==> src/rtl/rc4_phase_ctrl_if.sv <==
// Bus between the RC4 phase sequencer and its three phase blocks: handshakes,
// the three S-RAM requester ports, the muxed S-RAM port and status.
interface rc4_phase_ctrl_if #(
    parameter int ADDR_W = 8,
    parameter int DATA_W = 8
);
    logic              go;
    logic              key_fail;
    logic              init_start, ksa_start, prga_start;
    logic              init_finish, ksa_finish, prga_finish;
    logic [ADDR_W-1:0] init_addr, ksa_addr, prga_addr;
    logic [DATA_W-1:0] init_data, ksa_data, prga_data;
    logic              init_wen, ksa_wen, prga_wen;
    logic [ADDR_W-1:0] s_addr;
    logic [DATA_W-1:0] s_data;
    logic              s_wen;
    logic [1:0]        phase;
    logic              key_next;
    logic [3:0]        retry_cnt;
    logic              busy;
    logic              done;
    logic              error;

    // Sequencer side.
    modport slave (
        input  go, key_fail,
        input  init_finish, ksa_finish, prga_finish,
        input  init_addr, ksa_addr, prga_addr,
        input  init_data, ksa_data, prga_data,
        input  init_wen, ksa_wen, prga_wen,
        output init_start, ksa_start, prga_start,
        output s_addr, s_data, s_wen,
        output phase, key_next, retry_cnt, busy, done, error
    );

    // Phase blocks / host side.
    modport master (
        output go, key_fail,
        output init_finish, ksa_finish, prga_finish,
        output init_addr, ksa_addr, prga_addr,
        output init_data, ksa_data, prga_data,
        output init_wen, ksa_wen, prga_wen,
        input  init_start, ksa_start, prga_start,
        input  s_addr, s_data, s_wen,
        input  phase, key_next, retry_cnt, busy, done, error
    );
endinterface

==> src/rtl/rc4_phase_ctrl.sv <==
// RC4 decrypt sequencer: runs INIT -> KSA -> PRGA, owns the S-RAM grant,
// retries with the next key on failure and enforces a per-phase watchdog.
module rc4_phase_ctrl #(
    parameter int ADDR_W    = 8,
    parameter int DATA_W    = 8,
    parameter int MAX_RETRY = 15,
    parameter int TIMEOUT   = 4096
) (
    input  logic             clk,
    input  logic             reset,
    rc4_phase_ctrl_if.slave  bus
);
    typedef enum logic [2:0] {IDLE, INIT, KSA, PRGA, DONE, ERROR} state_t;

    localparam int         WD_W    = (TIMEOUT > 1) ? $clog2(TIMEOUT) : 1;
    localparam logic [WD_W-1:0] WD_LAST = WD_W'(TIMEOUT - 1);
    localparam logic [3:0] RETRY_MAX = 4'(MAX_RETRY);

    localparam logic [1:0] PH_NONE = 2'b00;
    localparam logic [1:0] PH_INIT = 2'b01;
    localparam logic [1:0] PH_KSA  = 2'b10;
    localparam logic [1:0] PH_PRGA = 2'b11;

    state_t          state;
    logic [1:0]      phase;
    logic            init_start, ksa_start, prga_start;
    logic            key_next;
    logic [3:0]      retry_cnt;
    logic            busy, done, error;
    logic [WD_W-1:0] wdog;
    logic            wd_expire;

    // The finish check precedes wd_expire in every phase, so a finish in the
    // last allowed cycle wins over the timeout.
    assign wd_expire = (TIMEOUT != 0) && (wdog == WD_LAST);

    always_ff @(posedge clk or posedge reset) begin
        if (reset) begin
            state      <= IDLE;
            phase      <= PH_NONE;
            init_start <= 1'b0;
            ksa_start  <= 1'b0;
            prga_start <= 1'b0;
            key_next   <= 1'b0;
            retry_cnt  <= '0;
            busy       <= 1'b0;
            done       <= 1'b0;
            error      <= 1'b0;
            wdog       <= '0;
        end else begin
            init_start <= 1'b0;
            ksa_start  <= 1'b0;
            prga_start <= 1'b0;
            key_next   <= 1'b0;
            case (state)
                IDLE, DONE, ERROR: begin
                    if (bus.go) begin
                        state      <= INIT;
                        phase      <= PH_INIT;
                        init_start <= 1'b1;
                        retry_cnt  <= '0;
                        busy       <= 1'b1;
                        done       <= 1'b0;
                        error      <= 1'b0;
                        wdog       <= '0;
                    end
                end
                INIT: begin
                    if (bus.init_finish) begin
                        state     <= KSA;
                        phase     <= PH_KSA;
                        ksa_start <= 1'b1;
                        wdog      <= '0;
                    end else if (wd_expire) begin
                        state <= ERROR;
                        phase <= PH_NONE;
                        busy  <= 1'b0;
                        error <= 1'b1;
                    end else begin
                        wdog <= wdog + 1'b1;
                    end
                end
                KSA: begin
                    if (bus.ksa_finish) begin
                        state      <= PRGA;
                        phase      <= PH_PRGA;
                        prga_start <= 1'b1;
                        wdog       <= '0;
                    end else if (wd_expire) begin
                        state <= ERROR;
                        phase <= PH_NONE;
                        busy  <= 1'b0;
                        error <= 1'b1;
                    end else begin
                        wdog <= wdog + 1'b1;
                    end
                end
                PRGA: begin
                    if (bus.prga_finish) begin
                        if (!bus.key_fail) begin
                            state <= DONE;
                            phase <= PH_NONE;
                            busy  <= 1'b0;
                            done  <= 1'b1;
                        end else if (retry_cnt < RETRY_MAX) begin
                            // Re-init S and rerun the schedule with the next key.
                            state      <= INIT;
                            phase      <= PH_INIT;
                            init_start <= 1'b1;
                            key_next   <= 1'b1;
                            retry_cnt  <= retry_cnt + 1'b1;
                            wdog       <= '0;
                        end else begin
                            state <= ERROR;
                            phase <= PH_NONE;
                            busy  <= 1'b0;
                            error <= 1'b1;
                        end
                    end else if (wd_expire) begin
                        state <= ERROR;
                        phase <= PH_NONE;
                        busy  <= 1'b0;
                        error <= 1'b1;
                    end else begin
                        wdog <= wdog + 1'b1;
                    end
                end
                default: begin
                    state <= IDLE;
                    phase <= PH_NONE;
                    busy  <= 1'b0;
                end
            endcase
        end
    end

    // Grant mux keys off the registered phase, so reset drops s_wen at once.
    always_comb begin
        bus.s_addr = '0;
        bus.s_data = '0;
        bus.s_wen  = 1'b0;
        case (phase)
            PH_INIT: begin
                bus.s_addr = bus.init_addr;
                bus.s_data = bus.init_data;
                bus.s_wen  = bus.init_wen;
            end
            PH_KSA: begin
                bus.s_addr = bus.ksa_addr;
                bus.s_data = bus.ksa_data;
                bus.s_wen  = bus.ksa_wen;
            end
            PH_PRGA: begin
                bus.s_addr = bus.prga_addr;
                bus.s_data = bus.prga_data;
                bus.s_wen  = bus.prga_wen;
            end
            default: ;
        endcase
    end

    assign bus.phase      = phase;
    assign bus.init_start = init_start;
    assign bus.ksa_start  = ksa_start;
    assign bus.prga_start = prga_start;
    assign bus.key_next   = key_next;
    assign bus.retry_cnt  = retry_cnt;
    assign bus.busy       = busy;
    assign bus.done       = done;
    assign bus.error      = error;
endmodule
==> src/flat_wrapper.sv <==
// flat-port wrapper written by rule: the top's interface ports become plain ports
module rc4_phase_ctrl_flat 
#(
    parameter int ADDR_W    = 8,
    parameter int DATA_W    = 8,
    parameter int MAX_RETRY = 15,
    parameter int TIMEOUT   = 4096
)
  (clk, reset, bus_go, bus_key_fail, bus_init_finish, bus_ksa_finish, bus_prga_finish, bus_init_addr, bus_ksa_addr, bus_prga_addr, bus_init_data, bus_ksa_data, bus_prga_data, bus_init_wen, bus_ksa_wen, bus_prga_wen, bus_init_start, bus_ksa_start, bus_prga_start, bus_s_addr, bus_s_data, bus_s_wen, bus_phase, bus_key_next, bus_retry_cnt, bus_busy, bus_done, bus_error);
  rc4_phase_ctrl_if #(.ADDR_W(ADDR_W), .DATA_W(DATA_W)) bus_i ();
  input  logic clk;
  input  logic reset;
  input wire logic [$bits(bus_i.go)-1:0] bus_go;
  input wire logic [$bits(bus_i.key_fail)-1:0] bus_key_fail;
  input wire logic [$bits(bus_i.init_finish)-1:0] bus_init_finish;
  input wire logic [$bits(bus_i.ksa_finish)-1:0] bus_ksa_finish;
  input wire logic [$bits(bus_i.prga_finish)-1:0] bus_prga_finish;
  input wire logic [$bits(bus_i.init_addr)-1:0] bus_init_addr;
  input wire logic [$bits(bus_i.ksa_addr)-1:0] bus_ksa_addr;
  input wire logic [$bits(bus_i.prga_addr)-1:0] bus_prga_addr;
  input wire logic [$bits(bus_i.init_data)-1:0] bus_init_data;
  input wire logic [$bits(bus_i.ksa_data)-1:0] bus_ksa_data;
  input wire logic [$bits(bus_i.prga_data)-1:0] bus_prga_data;
  input wire logic [$bits(bus_i.init_wen)-1:0] bus_init_wen;
  input wire logic [$bits(bus_i.ksa_wen)-1:0] bus_ksa_wen;
  input wire logic [$bits(bus_i.prga_wen)-1:0] bus_prga_wen;
  output wire logic [$bits(bus_i.init_start)-1:0] bus_init_start;
  output wire logic [$bits(bus_i.ksa_start)-1:0] bus_ksa_start;
  output wire logic [$bits(bus_i.prga_start)-1:0] bus_prga_start;
  output wire logic [$bits(bus_i.s_addr)-1:0] bus_s_addr;
  output wire logic [$bits(bus_i.s_data)-1:0] bus_s_data;
  output wire logic [$bits(bus_i.s_wen)-1:0] bus_s_wen;
  output wire logic [$bits(bus_i.phase)-1:0] bus_phase;
  output wire logic [$bits(bus_i.key_next)-1:0] bus_key_next;
  output wire logic [$bits(bus_i.retry_cnt)-1:0] bus_retry_cnt;
  output wire logic [$bits(bus_i.busy)-1:0] bus_busy;
  output wire logic [$bits(bus_i.done)-1:0] bus_done;
  output wire logic [$bits(bus_i.error)-1:0] bus_error;
  assign bus_i.go = bus_go;
  assign bus_i.key_fail = bus_key_fail;
  assign bus_i.init_finish = bus_init_finish;
  assign bus_i.ksa_finish = bus_ksa_finish;
  assign bus_i.prga_finish = bus_prga_finish;
  assign bus_i.init_addr = bus_init_addr;
  assign bus_i.ksa_addr = bus_ksa_addr;
  assign bus_i.prga_addr = bus_prga_addr;
  assign bus_i.init_data = bus_init_data;
  assign bus_i.ksa_data = bus_ksa_data;
  assign bus_i.prga_data = bus_prga_data;
  assign bus_i.init_wen = bus_init_wen;
  assign bus_i.ksa_wen = bus_ksa_wen;
  assign bus_i.prga_wen = bus_prga_wen;
  assign bus_init_start = bus_i.init_start;
  assign bus_ksa_start = bus_i.ksa_start;
  assign bus_prga_start = bus_i.prga_start;
  assign bus_s_addr = bus_i.s_addr;
  assign bus_s_data = bus_i.s_data;
  assign bus_s_wen = bus_i.s_wen;
  assign bus_phase = bus_i.phase;
  assign bus_key_next = bus_i.key_next;
  assign bus_retry_cnt = bus_i.retry_cnt;
  assign bus_busy = bus_i.busy;
  assign bus_done = bus_i.done;
  assign bus_error = bus_i.error;
  rc4_phase_ctrl #(.ADDR_W(ADDR_W), .DATA_W(DATA_W), .MAX_RETRY(MAX_RETRY), .TIMEOUT(TIMEOUT)) u_core (.clk(clk), .reset(reset), .bus(bus_i));
endmodule
==> config.mk <==
export PLATFORM = sky130hd
export DESIGN_NAME = rc4_phase_ctrl_flat
export DESIGN_NICKNAME = d
export VERILOG_FILES = /design/src/rtl/rc4_phase_ctrl_if.sv /design/src/rtl/rc4_phase_ctrl.sv /design/src/flat_wrapper.sv
export SDC_FILE = /design/constraint.sdc
export NUM_CORES = 1
export LEC_CHECK = 0
export CORE_MARGIN = 3
export CORE_UTILIZATION = 45
export CTS_BUF_LIST = sky130_fd_sc_hd__clkbuf_16
export DETAILED_ROUTE_END_ITERATION = 12
export PLACE_DENSITY = 0.85
export SLEW_MARGIN = 20
export SYNTH_ARGS = -nofsm -noshare
export SYNTH_HDL_FRONTEND = slang
export SYNTH_SLANG_ARGS = --single-unit
==> constraint.sdc <==
create_clock -name clk -period 5.41 [get_ports clk]
set_input_delay 0.8115 -clock clk [delete_from_list [all_inputs] [get_ports clk]]
set_output_delay 0.8115 -clock clk [all_outputs]
set_load 0.1 [all_outputs]
==> After elaboration in Yosys (flattened, before gate mapping) <==
Index checks and enable logic that the tools add are counted.
{ "word_totals": {"ff_bits": 28, "latchBits": 0, "mem_bits_rw": 0, "romBits": 0, "inputBits": 58, "out_inout_bits": 30, "n_memories": 0} }
{ "op_classes": {"add_sub_neg": 2, "mul": 0, "div_mod_pow": 0, "magnitude_cmp": 1, "eq_ne": 20, "shift": 0, "n_mux": 61, "bitwise": 0, "reduce_logical": 9} }
{ "ops": {"columns": ["cell", "count"], "rows": [
  ["$mux W12", 7],
  ["$pmux W12 S4", 1],
  ["$pmux W8 S3", 2],
  ["$mux W1", 26],
  ["$mux W3", 7],
  ["$mux W4", 4],
  ["$add A12 B1 Y12 const B", 1],
  ["$eq A12 B12 Y1 const B", 1],
  ["$mux W2", 6],
  ["$ne A2 B2 Y1 const B", 6],
  ["$pmux W3 S4", 1],
  ["$reduce_and A4 Y1", 3],
  ["$pmux W1 S4", 2],
  ["$pmux W2 S4", 1],
  ["$pmux W4 S2", 1],
  ["$eq A3 B2 Y1 const B", 2],
  ["$eq A3 B3 Y1 const B", 2],
  ["$ne A3 B3 Y1 const B", 2],
  ["$reduce_and A6 Y1", 1],
  ["$reduce_and A5 Y1", 1],
  ["$add A4 B1 Y4 const B", 1],
  ["$eq A2 B2 Y1 const B", 2],
  ["$lt A4 B4 Y1 const B", 1],
  ["$ne A4 B4 Y1 const B", 1],
  ["10 further kinds", 11]
]} }

==> Depth between registers and ports, before layout <==
{ "depth": {"depth_word": 5, "ltp_mapped": 7} }

==> Least setup slack after synthesis <==
Ideal clock, no wire load.
{ "synth_path": {"path_type": "reg-to-output", "start": "reg u_core.phase[0] (netlist: u_core.bus.phase[0])", "end": "out bus_s_addr[0]", "arrival_time_ns": 2.554, "required_time_ns": 4.599, "path_slack_ns": 2.045, "path_stages_with_launch": 5, "path_buffers": 2, "path_cell_list": "dfrtp_1 -> buf_2 -> buf_1 -> mux2_2 -> a22o_1"} }
{ "synth_via": {"elab_chain_cells": 2, "word_cells_on_any_way": 4, "classes_between": "eq/ne: 3; mux: 1"} }
{ "synth_lines": {"columns": ["element", "line_no", "source"], "rows": [
  ["start, declared", "rc4_phase_ctrl.sv:25", "logic [1:0] phase;"],
  ["start signal, assigned", "rc4_phase_ctrl.sv:40", "phase <= PH_NONE;"],
  ["start signal, assigned", "rc4_phase_ctrl.sv:59", "phase <= PH_INIT;"],
  ["start signal, assigned", "rc4_phase_ctrl.sv:71", "phase <= PH_KSA;"],
  ["$eq A2 B2 Y1 or $eq A2 B1 Y1 (tied branches)", "rc4_phase_ctrl.sv:142", "case (phase)"],
  ["$pmux W8 S3 (*)", "rc4_phase_ctrl.sv:142", null],
  ["end, declared", "flat_wrapper.sv:30", "output wire logic [$bits(bus_i.s_addr)-1:0] bus_s_addr;"]
]} }
Every way passes the cells marked *; elsewhere a longest branch is shown, timed or not.

==> Final worst setup path <==
{ "layout_path": {"start": "reg u_core.phase[0] (netlist: u_core.bus.phase[0])", "end": "out bus_s_addr[5]"} }
Same word-level chain as after synthesis.

==> impl_results.md <==
* Reg-to-reg startpoint: u_core.state[0]
* Number of levels in the clock H-tree at 1
* Site row count at 23
* Post-route worst setup slack at around 1.4 ns
* Number of maximum-capacitance violations at 0
* Synth Warn # at 0
* Number of top-level design ports at between 80 and 90
* Width of the die at 72.16 um
* PostCTS Resize Cnt at 0
* Async set-reset flop share out of synthesis at 1.000
* Worst hold path startpoint: u_core.bus.error
* Sequential fraction of the synthesis area at 0.3558
* Iteration-0 DRC Markers at roughly 100
* Startpoint type of the worst setup path: flip-flop
* Setup repair after global routing missed its margin: false
* Routability-driven placement congestion ratio at 0.8828
* Cell depth of the worst min-delay path at 2
* Maximum number of pins on one net before global-route repair at 29
* Hold violation total from the final report at 0
* Final HPWL from detailed placement at between 4000 and 5000 um
* Insertion delay of the later-clocked pin in the worst-skew pair at ~0.26 ns
* Primary FF master, synth: dfrtp_1
* Status: complete, no violations
* Number of iterations in the first detailed-routing pass at 4
* CTS tree: yes
* Global route total overflow at 0
* Post-CTS Setup Inserts at 0
* Arrival time of the worst setup path at roughly 3.2 ns
* Number of flops mapped to enable cells by yosys at 0
* Worst hold slack at between 0.4 and 0.5 ns
* Post-Place Worst Slack at approximately 1.3 ns
* Number of distinct standard cells referenced by the synthesized netlist at 54
* Data required time of the worst path at 4.60 ns
* Via count at ~2100
* Count of buffers from port buffering at between 80 and 90
* Worst reg-to-reg path cell count at 4
* Clock-pin slew on the worst setup and hold paths at approximately 0.070 ns
* Via-per-instance ratio at ~6.1
* Net count after synthesis at about 270
* Total of flip-flops plus latches after synthesis at 28
* Synth area leaders: dfrtp_1 (36%), mux2_2 (9.7%), a22o_1 (8.4%)
* Leading area contributor after synthesis: dfrtp_1
* Final setup violation count at 0
* Fin. max-slew vios at 0
* Setup crit end kind: primary output
* Power consumption at roughly 1.8 mW
* Final net count at approximately 350
* Hold crit path type: flip-flop to flip-flop
* Synth Area per Inst at approximately 9.3 um^2
* Global-route wire length before repair at approximately 9500 um
* DIE AREA at between 5000 and 6000 um^2
* Highest net fanout along the worst path at 21
* Start-to-end type of the worst setup path: flip-flop to primary output
* Leakage power summed over all cells at ~1.2 nW
* Layout Area Growth over Synthesis at 48.16%
* Count of filler cells inserted in the layout at 323
* Y dimension of the die at 72.16 um
* Via count of the first global-routing pass at about 1900
* Share of post-route cells with drive strength above 1 at 0.1038
* Number of antenna-violating nets in the routed design at 0
* Worst ir drop on vdd at 0.3906 mV
* Detail-routed net length per standard cell at roughly 17 um
* TritonCTS buffer count at 3
* Initial Utilization at 0.4786
* Fmax at around 250 MHz
* Clock sinks at 28
* Deepest clock path buffer count at 2
* Post-synth top area share at 0.3558
* Total negative slack for setup checks at 0 ns
* Detailed-route wire length at between 5000 and 6000 um
* Antenna violations before repair at 0
* Worst slew margin relative to its limit at 0.3334
* Synthesized instance count at roughly 210
* Mapped cell area at ~2000 um^2
* Maximum clock skew at final layout at between 0.004 and 0.005 ns
* Hold-critical path endpoint: u_core.bus.error
* DRC violation count after routing at 0
* Root buffer selected by CTS: clkbuf_16
* R2R setup slack at just over 3 ns
* GRT Resource Usage Total at 0.2265
* Crit path time final at roughly 4.0 ns
* PD cells at ~630 nW/um^2
* CTS Hold Bufs at 0
* Portion of the clock cycle consumed by the worst path in the final layout at 0.7463
* Core Region at 4115 um^2
* Capture instance of the worst register-to-register path: u_core.wdog[4]
* Total inserted antenna cells at 0
* Worst-margin pin slew at ~1 ns
[cells in the final DEF (no fill, tap or decap), types with 3 or more instances in the layout]
cell	count
dfrtp_1	28
nand2_1	14
a21oi_1	7
nand3_1	12
clkbuf_16	3
a31oi_1	5
clkdlybuf4s50_1	87
o21ai_0	15
mux2_2	17
inv_1	5
a22o_1	19
nand4_1	4
nor2_1	9
or3_1	3
a21o_1	4
and2_1	5
o211ai_1	3
[sequential cells by signal, summed over array words and instances, names as in the netlist]
name                   cells
u_core.bus.busy            1
u_core.bus.done            1
u_core.bus.error           1
u_core.bus.init_start      1
u_core.bus.key_next        1
u_core.bus.ksa_start       1
u_core.bus.phase           2
u_core.bus.prga_start      1
u_core.bus.retry_cnt       4
u_core.state               3
u_core.wdog               12
[Yosys cell counts, types with 2 or more instances]
cell and number:
and2_1 5, o211ai_1 3, o31ai_1 2, o41ai_1 2, mux2_2 17, a22o_1 19, nand2_1 14, a21o_1 4
nor2_1 9, buf_2 5, clkbuf_1 6, or3_1 3, nand2b_1 2, ha_1 2, dfrtp_1 28, a41oi_1 2
inv_1 6, nand3b_1 2, nor4_1 2, nor3b_1 2, a31oi_1 5, a211o_1 2, a211oi_1 2, a21oi_1 7
or4b_1 2, nor2b_1 3, nand3_1 12, nand4_1 4, o21ai_0 15
[logic make-up (layout without fill, tap and decap cells)]
logic type | after synthesis | count (layout) | synth area share
AOI/OAI and AO/OA | 75 | 75 | 0.2802
and+or+nand+nor | 68 | 68 | 0.1976
DFF | 28 | 28 | 0.3558
buffers and inverters | 20 | 97 | 0.04701
muxes | 18 | 18 | 0.1023
adders and majority gates | 2 | 2 | 0.01270
xor gates and xnor gates | 1 | 1 | 0.004448
[worst max-delay path: stages, from the launching register on]
cell             delay (ns)
dfrtp_1                0.83
nor2b_2                0.73
a22o_1                 0.26
clkdlybuf4s50_1        1.13
[metrics by stage]
| step | area (um^2) | cells | util |
|---|---|---|---|
| 6_report | 2918 | 339 | 0.7090 |
| 5_1_grt | 2918 | 339 | 0.7090 |
| 4_1_cts | 2915 | 339 | 0.7084 |
| 3_5_place_dp | 2840 | 336 | 0.6902 |
| 3_3_place_gp | 2840 | 336 | 0.6902 |
| 2_1_floorplan | 1969 | 212 | - |
[worst max-delay path by stage]
stage,to,start,cells past startpoint
2_1_floorplan,bus_s_addr[0],u_core.bus.phase[0],4
3_3_place_gp,bus_s_data[1],u_core.bus.phase[0],3
3_5_place_dp,bus_s_addr[5],u_core.bus.phase[0],3
4_1_cts,bus_s_addr[5],u_core.bus.phase[0],3
5_1_grt,bus_s_addr[5],u_core.bus.phase[0],3
6_report,bus_s_addr[5],u_core.bus.phase[0],3
[layout make-up]
class                   instances  area [um^2]  share of cell area
clock buffers                   3        75.07             0.02573
multi-input cells             164         1179              0.4039
flip-flops and latches         28        700.7              0.2401
well taps                      50        62.56             0.02144
inverters                       6        22.52            0.007719
repair buffers                 88        878.3              0.3010
[per-layer routing]
metal / routed length [um] / track usage / part of all wire
met4: 29 / 0.05010 / 0.0049
met1: 2502 / 0.3041 / 0.43
met5: 0 / 0 / 0
met2: 2821 / 0.3852 / 0.48
met3: 525 / 0.03463 / 0.089
[power by group]
part / leakage [nW] / internal [mW] / switching (mW)
registers: 0.374 / 0.257 / 0.108
logic: 0.786 / 0.391 / 0.917
clock network: 0.0370 / 0.0981 / 0.0686
total: 1.20 / 0.746 / 1.09
(Power assumes the default switching activity.)
